[src/rtl/code_lock_pkg.sv]
`default_nettype none
// ============================================================================
// Package  : code_lock_pkg
// Brief    : Shared state encoding, widths and code constants for the lock.
// Revision : 1.0 - initial release
// ============================================================================
package code_lock_pkg;

   localparam int DIGIT_W    = 4;
   localparam int DIGITS_DEF = 4;
   localparam int ENTRY_W    = DIGIT_W * DIGITS_DEF;

   localparam logic [ENTRY_W-1:0] ENTRY_EMPTY      = 16'hFFFF;
   localparam logic [ENTRY_W-1:0] DEFAULT_CODE_VAL = 16'h1234;
   localparam logic [ENTRY_W-1:0] ADMIN_KEY_VAL    = 16'h9999;

   typedef enum logic [2:0] {
      ST_IDLE    = 3'd0,
      ST_ENTRY   = 3'd1,
      ST_CHECK   = 3'd2,
      ST_OPEN    = 3'd3,
      ST_LOCKOUT = 3'd4,
      ST_PROG    = 3'd5
   } state_e;

   function automatic logic digit_ok(input logic [DIGIT_W-1:0] d);
      return (d <= 4'd9);
   endfunction

endpackage
`default_nettype wire

[src/rtl/code_lock_if.sv]
`default_nettype none
// ============================================================================
// Interface : code_lock_if
// Brief     : Event/button inputs and status outputs of the code lock.
// Revision  : 1.0 - initial release
// ============================================================================
interface code_lock_if;
   import code_lock_pkg::*;

   logic               evt_valid;
   logic [DIGIT_W-1:0] evt_digit;
   logic               btn_enter;
   logic               btn_clear;
   logic               admin_mode;
   logic               unlock;
   logic               alarm;
   logic               err_pulse;
   logic [2:0]         state;
   logic [2:0]         digit_cnt;
   logic [1:0]         fail_cnt;
   logic [ENTRY_W-1:0] entry;

   modport master (
      output evt_valid, evt_digit, btn_enter, btn_clear, admin_mode,
      input  unlock, alarm, err_pulse, state, digit_cnt, fail_cnt, entry
   );

   modport slave (
      input  evt_valid, evt_digit, btn_enter, btn_clear, admin_mode,
      output unlock, alarm, err_pulse, state, digit_cnt, fail_cnt, entry
   );

endinterface
`default_nettype wire

[src/rtl/lock_timer.sv]
`default_nettype none
// ============================================================================
// Module   : lock_timer
// Brief    : Loadable down-counter; expired is high while the count equals 1.
// Revision : 1.0 - initial release
// ============================================================================
module lock_timer #(
   parameter int WIDTH = 13
) (
   input  logic             clk,
   input  logic             rst_n,
   input  logic             load,
   input  logic [WIDTH-1:0] load_val,
   output logic             expired
);

   logic [WIDTH-1:0] cnt_q;
   logic [WIDTH-1:0] cnt_d;

   always_comb begin
      cnt_d = cnt_q;
      if (load) begin
         cnt_d = load_val;
      end else if (cnt_q != '0) begin
         cnt_d = cnt_q - 1'b1;
      end
   end

   always_ff @(posedge clk or negedge rst_n) begin
      if (!rst_n) begin
         cnt_q <= '0;
      end else begin
         cnt_q <= cnt_d;
      end
   end

   assign expired = (cnt_q == WIDTH'(1));

endmodule
`default_nettype wire

[src/rtl/code_lock_ctrl.sv]
`default_nettype none
// ============================================================================
// Module   : code_lock_ctrl
// Brief    : Digit-entry sequencer for a 4-digit code lock with admin reprogram.
//            Define CODE_LOCK_AUTO_ENTER_EN to submit automatically on the last digit.
// Revision : 1.0 - initial release
// ============================================================================
module code_lock_ctrl
   import code_lock_pkg::*;
#(
   parameter int                 DIGITS       = DIGITS_DEF,
   parameter int                 MAX_FAIL     = 3,
   parameter int                 TIMEOUT_CYC  = 1000,
   parameter int                 UNLOCK_CYC   = 2000,
   parameter int                 LOCKOUT_CYC  = 5000,
   parameter logic [ENTRY_W-1:0] DEFAULT_CODE = DEFAULT_CODE_VAL,
   parameter logic [ENTRY_W-1:0] ADMIN_KEY    = ADMIN_KEY_VAL
) (
   input  logic      clk,
   input  logic      rst_n,
   code_lock_if.slave bus
);

   localparam int TMR_MAX_A = (TIMEOUT_CYC > UNLOCK_CYC) ? TIMEOUT_CYC : UNLOCK_CYC;
   localparam int TMR_MAX   = (TMR_MAX_A > LOCKOUT_CYC) ? TMR_MAX_A : LOCKOUT_CYC;
   localparam int TMR_W     = $clog2(TMR_MAX + 1);

   localparam logic [2:0] FULL_CNT = 3'(DIGITS);
   localparam logic [2:0] LAST_CNT = 3'(DIGITS - 1);

   state_e             state_q, state_d;
   logic [ENTRY_W-1:0] entry_q, entry_d;
   logic [ENTRY_W-1:0] code_q, code_d;
   logic [2:0]         cnt_q, cnt_d;
   logic [1:0]         fail_q, fail_d;
   logic               unlock_q, unlock_d;
   logic               alarm_q, alarm_d;
   logic               err_q, err_d;

   logic               tmr_load;
   logic [TMR_W-1:0]   tmr_val;
   logic               tmr_exp;

   logic               take;
   logic               reload;
   logic               fail_hit;
   logic               clear_entry;
   logic [ENTRY_W-1:0] shifted;

   // A digit only counts when no button claims the cycle and there is room for it.
   assign take    = bus.evt_valid && digit_ok(bus.evt_digit) && (cnt_q < FULL_CNT)
                    && !bus.btn_clear && !bus.btn_enter;
   assign shifted = {entry_q[ENTRY_W-DIGIT_W-1:0], bus.evt_digit};

   always_comb begin
      state_d     = state_q;
      entry_d     = entry_q;
      code_d      = code_q;
      cnt_d       = cnt_q;
      fail_d      = fail_q;
      unlock_d    = 1'b0;
      alarm_d     = 1'b0;
      err_d       = 1'b0;
      reload      = 1'b0;
      fail_hit    = 1'b0;
      clear_entry = 1'b0;

      unique case (state_q)
         ST_IDLE: begin
            if (take) begin
               state_d = ST_ENTRY;
               entry_d = shifted;
               cnt_d   = cnt_q + 3'd1;
            end
         end
         ST_ENTRY: begin
            if (bus.btn_clear) begin
               state_d     = ST_IDLE;
               clear_entry = 1'b1;
            end else if (bus.btn_enter) begin
               if (cnt_q == FULL_CNT) state_d = ST_CHECK;
               else                   fail_hit = 1'b1;
            end else if (take) begin
               entry_d = shifted;
               cnt_d   = cnt_q + 3'd1;
               reload  = 1'b1;
`ifdef CODE_LOCK_AUTO_ENTER_EN
               if (cnt_q == LAST_CNT) state_d = ST_CHECK;
`endif
            end else if (tmr_exp) begin
               state_d     = ST_IDLE;
               clear_entry = 1'b1;
            end
         end
         ST_CHECK: begin
            if (!bus.admin_mode && (entry_q == code_q)) begin
               state_d  = ST_OPEN;
               fail_d   = 2'd0;
               unlock_d = 1'b1;
            end else if (bus.admin_mode && (entry_q == ADMIN_KEY)) begin
               state_d     = ST_PROG;
               fail_d      = 2'd0;
               clear_entry = 1'b1;
            end else begin
               fail_hit = 1'b1;
            end
         end
         ST_OPEN: begin
            if (tmr_exp) begin
               state_d     = ST_IDLE;
               clear_entry = 1'b1;
            end else begin
               unlock_d = 1'b1;
            end
         end
         ST_LOCKOUT: begin
            if (tmr_exp) begin
               state_d = ST_IDLE;
               fail_d  = 2'd0;
            end else begin
               alarm_d = 1'b1;
            end
         end
         ST_PROG: begin
            if (bus.btn_clear) begin
               state_d     = ST_IDLE;
               clear_entry = 1'b1;
            end else if (bus.btn_enter) begin
               if (cnt_q == FULL_CNT) begin
                  code_d      = entry_q;
                  state_d     = ST_IDLE;
                  clear_entry = 1'b1;
               end
            end else if (take) begin
               entry_d = shifted;
               cnt_d   = cnt_q + 3'd1;
               reload  = 1'b1;
`ifdef CODE_LOCK_AUTO_ENTER_EN
               if (cnt_q == LAST_CNT) begin
                  code_d      = shifted;
                  state_d     = ST_IDLE;
                  clear_entry = 1'b1;
               end
`endif
            end else if (tmr_exp) begin
               state_d     = ST_IDLE;
               clear_entry = 1'b1;
            end
         end
         default: begin
            state_d     = ST_IDLE;
            clear_entry = 1'b1;
         end
      endcase

      // Short ENTER in ENTRY and a CHECK mismatch share this failure path.
      if (fail_hit) begin
         err_d       = 1'b1;
         fail_d      = fail_q + 2'd1;
         clear_entry = 1'b1;
         if ((int'(fail_q) + 1) >= MAX_FAIL) begin
            state_d = ST_LOCKOUT;
            alarm_d = 1'b1;
         end else begin
            state_d = ST_IDLE;
         end
      end

      if (clear_entry) begin
         entry_d = ENTRY_EMPTY;
         cnt_d   = 3'd0;
      end
   end

   // Timer is reloaded on every state change and on each accepted digit.
   always_comb begin
      tmr_load = reload || (state_d != state_q);
      tmr_val  = '0;
      unique case (state_d)
         ST_ENTRY, ST_PROG: tmr_val = TMR_W'(TIMEOUT_CYC);
         ST_OPEN:           tmr_val = TMR_W'(UNLOCK_CYC);
         ST_LOCKOUT:        tmr_val = TMR_W'(LOCKOUT_CYC);
         default:           tmr_val = '0;
      endcase
   end

   lock_timer #(
      .WIDTH    (TMR_W)
   ) u_timer (
      .clk      (clk),
      .rst_n    (rst_n),
      .load     (tmr_load),
      .load_val (tmr_val),
      .expired  (tmr_exp)
   );

   always_ff @(posedge clk or negedge rst_n) begin
      if (!rst_n) begin
         state_q  <= ST_IDLE;
         entry_q  <= ENTRY_EMPTY;
         code_q   <= DEFAULT_CODE;
         cnt_q    <= 3'd0;
         fail_q   <= 2'd0;
         unlock_q <= 1'b0;
         alarm_q  <= 1'b0;
         err_q    <= 1'b0;
      end else begin
         state_q  <= state_d;
         entry_q  <= entry_d;
         code_q   <= code_d;
         cnt_q    <= cnt_d;
         fail_q   <= fail_d;
         unlock_q <= unlock_d;
         alarm_q  <= alarm_d;
         err_q    <= err_d;
      end
   end

   assign bus.state     = state_q;
   assign bus.entry     = entry_q;
   assign bus.digit_cnt = cnt_q;
   assign bus.fail_cnt  = fail_q;
   assign bus.unlock    = unlock_q;
   assign bus.alarm     = alarm_q;
   assign bus.err_pulse = err_q;

endmodule
`default_nettype wire

[src/flat_wrapper.sv]
// flat-port wrapper written by rule: the top's interface ports become plain ports
module code_lock_ctrl_flat import code_lock_pkg::*;
#(
   parameter int                 DIGITS       = DIGITS_DEF,
   parameter int                 MAX_FAIL     = 3,
   parameter int                 TIMEOUT_CYC  = 1000,
   parameter int                 UNLOCK_CYC   = 2000,
   parameter int                 LOCKOUT_CYC  = 5000,
   parameter logic [ENTRY_W-1:0] DEFAULT_CODE = DEFAULT_CODE_VAL,
   parameter logic [ENTRY_W-1:0] ADMIN_KEY    = ADMIN_KEY_VAL
)
  (clk, rst_n, bus_evt_valid, bus_evt_digit, bus_btn_enter, bus_btn_clear, bus_admin_mode, bus_unlock, bus_alarm, bus_err_pulse, bus_state, bus_digit_cnt, bus_fail_cnt, bus_entry);
  code_lock_if bus_i ();
  input  logic clk;
  input  logic rst_n;
  input wire logic [$bits(bus_i.evt_valid)-1:0] bus_evt_valid;
  input wire logic [$bits(bus_i.evt_digit)-1:0] bus_evt_digit;
  input wire logic [$bits(bus_i.btn_enter)-1:0] bus_btn_enter;
  input wire logic [$bits(bus_i.btn_clear)-1:0] bus_btn_clear;
  input wire logic [$bits(bus_i.admin_mode)-1:0] bus_admin_mode;
  output wire logic [$bits(bus_i.unlock)-1:0] bus_unlock;
  output wire logic [$bits(bus_i.alarm)-1:0] bus_alarm;
  output wire logic [$bits(bus_i.err_pulse)-1:0] bus_err_pulse;
  output wire logic [$bits(bus_i.state)-1:0] bus_state;
  output wire logic [$bits(bus_i.digit_cnt)-1:0] bus_digit_cnt;
  output wire logic [$bits(bus_i.fail_cnt)-1:0] bus_fail_cnt;
  output wire logic [$bits(bus_i.entry)-1:0] bus_entry;
  assign bus_i.evt_valid = bus_evt_valid;
  assign bus_i.evt_digit = bus_evt_digit;
  assign bus_i.btn_enter = bus_btn_enter;
  assign bus_i.btn_clear = bus_btn_clear;
  assign bus_i.admin_mode = bus_admin_mode;
  assign bus_unlock = bus_i.unlock;
  assign bus_alarm = bus_i.alarm;
  assign bus_err_pulse = bus_i.err_pulse;
  assign bus_state = bus_i.state;
  assign bus_digit_cnt = bus_i.digit_cnt;
  assign bus_fail_cnt = bus_i.fail_cnt;
  assign bus_entry = bus_i.entry;
  code_lock_ctrl #(.DIGITS(DIGITS), .MAX_FAIL(MAX_FAIL), .TIMEOUT_CYC(TIMEOUT_CYC), .UNLOCK_CYC(UNLOCK_CYC), .LOCKOUT_CYC(LOCKOUT_CYC), .DEFAULT_CODE(DEFAULT_CODE), .ADMIN_KEY(ADMIN_KEY)) u_core (.clk(clk), .rst_n(rst_n), .bus(bus_i));
endmodule
[config.mk]
export PLATFORM = sky130hd
export DESIGN_NAME = code_lock_ctrl_flat
export DESIGN_NICKNAME = d
export VERILOG_FILES = /design/src/rtl/code_lock_pkg.sv /design/src/rtl/code_lock_if.sv /design/src/rtl/lock_timer.sv /design/src/rtl/code_lock_ctrl.sv /design/src/flat_wrapper.sv
export SDC_FILE = /design/constraint.sdc
export NUM_CORES = 1
export LEC_CHECK = 0
export CELL_PAD_IN_SITES_DETAIL_PLACEMENT = 1
export CELL_PAD_IN_SITES_GLOBAL_PLACEMENT = 1
export CORE_UTILIZATION = 47
export DETAILED_ROUTE_END_ITERATION = 7
export PLACE_DENSITY = 0.91
export SYNTH_ARGS = -nofsm -noshare
export SYNTH_HDL_FRONTEND = slang
export SYNTH_SLANG_ARGS = --single-unit
[constraint.sdc]
create_clock -name clk -period 8 [get_ports clk]
set_clock_uncertainty 0.15 [all_clocks]
set_input_delay 2.4 -clock clk [delete_from_list [all_inputs] [get_ports clk]]
set_output_delay 2.4 -clock clk [all_outputs]
set_load 0.01 [all_outputs]
==> key figures <==
Power
  • Sw power: 110 µW
  • Comb power frac: between 3 and 4%
  • Sequential share of power: 58.9%
  • Clock Power Share: between 30 and 40%
  • Tot Pwr: 484 µW
  • Pint: ~370 µW
  • Sw Share: around 23%
  • PwrDens: ~130 mW/mm²
  • Max VDD drop: 0.0861 mV
  • Lkg Pwr: 0.00168 µW

Logic synthesis
  • EDFF count, synth: 0
  • Synth Instances: 300
  • Post-synthesis area per instance: 10.3 µm²
  • Synth Cell Area: 0.00310 mm²
  • Post-synthesis sequential area ratio: 46.1%
  • Largest family of logic cells by synthesized area: simple AND/OR/NAND/NOR gates
  • Ys async rst share: 100%
  • Yosys warnings: 0
  • Post-synthesis compound-gate area fraction: between 10% and 20%
  • Area share of the largest cell type after synthesis: 28.3%
  • Count of cell types in the netlist: 52
  • Most frequent cell after synthesis: nand2_1
  • Main synth FF type: dfrtp_1
  • Most frequent cells after synthesis: 44 x nand2_1, 35 x dfrtp_1, 21 x dfstp_2, 19 x mux2i_1, 19 x nor2_1
  • Post-synth top area cell: dfrtp_1
  • Synth Area in Simple Gates: 18.1%
  • Post-Synth XOR/XNOR Area: 7.35%
  • Syn_nets: 317
  • Synth Area in Adders: 2.83%
  • Ranking of synthesized cells by area: dfrtp_1 28%, dfstp_2 18%, mux2_2 6.2%, mux2i_1 6.1%, nand2_1 5.3%
  • Multiplexer area fraction after synthesis: between 10 and 15%
  • Seq cells post-synth: 56

Clock network
  • CTS sink cnt: 56
  • Clk Latency, worst-skew pair: around 0.32 ns
  • CTS tree: built
  • CTS root buf: clkbuf_8
  • Htree depth: 2
  • CTS Hold Bufs: 0
  • CTS Buf Count: 5
  • Post-CTS Repair Setup Buffers: 0
  • Post-CTS sizing: 0
  • Clock transition at path regs: 0.11 ns
  • Clock buffer depth: 2

Floorplan
  • Die Wd: approximately 83 µm
  • Top Ports: 37
  • Initial Utilization: 48.8%
  • Height of the die: 83.2 µm
  • Core area: between 0.006 and 0.007 mm²
  • Core Rows: 29
  • Die Area: roughly 0.007 mm²

STA
  • Hold Vio Cnt, Final: 0
  • Setup-failing EPs final: 0
  • Fmax: 198 MHz
  • Post-route setup slack: 2.94 ns
  • Rel. slew slack: 30.2%
  • TNS Setup: 0 ns
  • Post-layout min period: ~5.1 ns
  • Unrepaired setup endpoints after global routing: no
  • Final Cycle Share: 63.2%
  • Actual slew at the worst max-slew pin: 1.04 ns
  • Max-slew violations: 0

Placement
  • Placed Cells: 404
  • DP Wirelength: around 5.6 mm
  • Post-Place Setup Slack: ~2.6 ns
  • Port bufs: 36
  • GPL Wtd Cong: 0.860

Run
  • Max-Cap Viols: 0

Global route
  • Largest net degree at the start of global routing: 57
  • GRT overflow: 0
  • First-pass GRT wire length: 13.4 mm
  • Vias in the first global route: between 2k and 3k
  • Total Routing Usage GR: around 24%
  • Initial antenna violation count: 0

Detailed routing
  • WL final: 7.90 mm
  • DRC errors left: 0
  • Drt initial violations: 131
  • WL/cell: between 15 and 20 µm
  • Antenna-violating nets left: 0
  • Vias per inst: around 5.9
  • DRT Pass-1 Iters: 4
  • Via Count: 2437

Final layout
  • Synth-to-layout area growth: 16.5%
  • Fin nets: 351
  • Share of cells above drive strength 1: between 15 and 20%
  • Number of diodes: 0
  • Fin cells: 412

Setup path
  • Critical path arrival: 5.17 ns
  • CP required: 8.11 ns
  • Setup CP Type: primary input to flip-flop
  • Critical path startpoint category: primary input
  • CP Capture Type: flip-flop
  • Crit Path Max Fanout: 13

Worst hold path
  • Min-Delay Path Class: flip-flop to flip-flop

Outcome
  • Outcome: complete, no violations
[cells by family (layout without fill, tap and decap cells)]
| group | Yosys count | in the layout |
|---|---|---|
| AND/OR/NAND/NOR | 110 | 110 |
| AO/OA/AOI/OAI | 44 | 44 |
| adder cells (fa/ha/maj) | 7 | 7 |
| multiplexers | 36 | 36 |
| flip-flops | 56 | 56 |
| XOR/XNOR | 26 | 26 |
| buffers and inverters | 21 | 56 |
[registers in the layout (all words and copies together), names as in the netlist]
signal,cells
u_core.bus.entry,16
u_core.code_q,16
u_core.u_timer.cnt_q,13
u_core.bus.digit_cnt,3
u_core.bus.state,3
u_core.bus.fail_cnt,2
u_core.bus.alarm,1
u_core.bus.err_pulse,1
u_core.bus.unlock,1
[power groups by stage]
stage | Sequential (µW) | Clock (µW) | Combinational (µW)
2_1_floorplan | 290 | 0 | 3.81
3_3_place_gp | 290 | 0 | 17.0
3_5_place_dp | 290 | 0 | 17.4
4_1_cts | 285 | 184 | 17.5
5_1_grt | 286 | 194 | 19.1
6_report | 285 | 182 | 17.0
[routing by layer]
| layer | vias to the layer above | global-route usage [%] | wire length, µm |
|---|---|---|---|
| met2 | 45 | 41.7 | 3950 |
| met3 | 10 | 3.48 | 207 |
| met5 | - | 0 | 0 |
| met1 | 1244 | 31.8 | 3640 |
| met4 | 0 | 5.64 | 97 |
| li1 | 1138 | - | - |
[critical path, stage by stage]
cell and delay [ns]:
clkdlybuf4s50_1 0.48, nor4b_1 0.41, nand2_1 0.17, nor2_1 0.30
a211oi_1 0.15, a21o_1 0.20, o2111ai_2 0.35, or2_1 0.47
mux2i_1 0.23
[cell usage in the layout, fill, tap and decap left out, types with 3 or more instances in the layout]
cell             Yosys  layout
nor3b_1              3       3
xnor2_1             18      18
nor2_1              19      19
dfstp_2             21      21
nand4_1              9       9
nand2_1             44      44
nor3_1               6       6
dfrtp_1             35      35
mux2_2              17      17
inv_1               10      10
a21oi_1              4       4
ha_1                 7       7
o21ai_1              6       6
o31ai_1              3       3
o22ai_1              3       3
xor2_1               8       8
o21ai_0              7       7
clkbuf_8             0       5
clkdlybuf4s50_1      0      35
nor4_2               3       3
mux2i_1             19      19
nand3_1              9       9
[path summary, 6_finish.rpt]
| kind | slack [ns] | depth (start not counted) | to | startpoint |
|---|---|---|---|---|
| min in group asynchronous | 2.03 | 2 | u_core.bus.err_pulse | rst_n |
| worst max-delay path | 2.94 | 9 | u_core.u_timer.cnt_q[5] | bus_btn_clear |
| worst min-delay path | 0.39 | 1 | u_core.code_q[15] | u_core.code_q[15] |
| worst max register to register | 4.72 | 8 | u_core.u_timer.cnt_q[5] | u_core.bus.state[0] |
| max in group asynchronous | 5.17 | 2 | u_core.u_timer.cnt_q[2] | rst_n |
| worst min register to register | 0.39 | 1 | u_core.code_q[15] | u_core.code_q[15] |
[layout make-up]
class	instances	area (µm²)
Clock inverter	1	8.76
Inverter	11	41.3
Multi-Input combinational cell	223	1580
Tap cell	77	96.3
Fill cell	693	2740
Clock buffer	7	97.6
Timing Repair Buffer	37	363
Sequential cell	56	1430
[stage by stage]
step	hold slack, ns	utilization (%)	instance area, µm²
6_report	0.391	56.8	3610
5_1_grt	0.418	56.8	3610
4_1_cts	0.392	56.8	3610
3_5_place_dp	0.368	55.2	3500
3_3_place_gp	0.358	55.2	3500
2_1_floorplan	0.350	-	3100
Power figures use the tool's default switching activity.
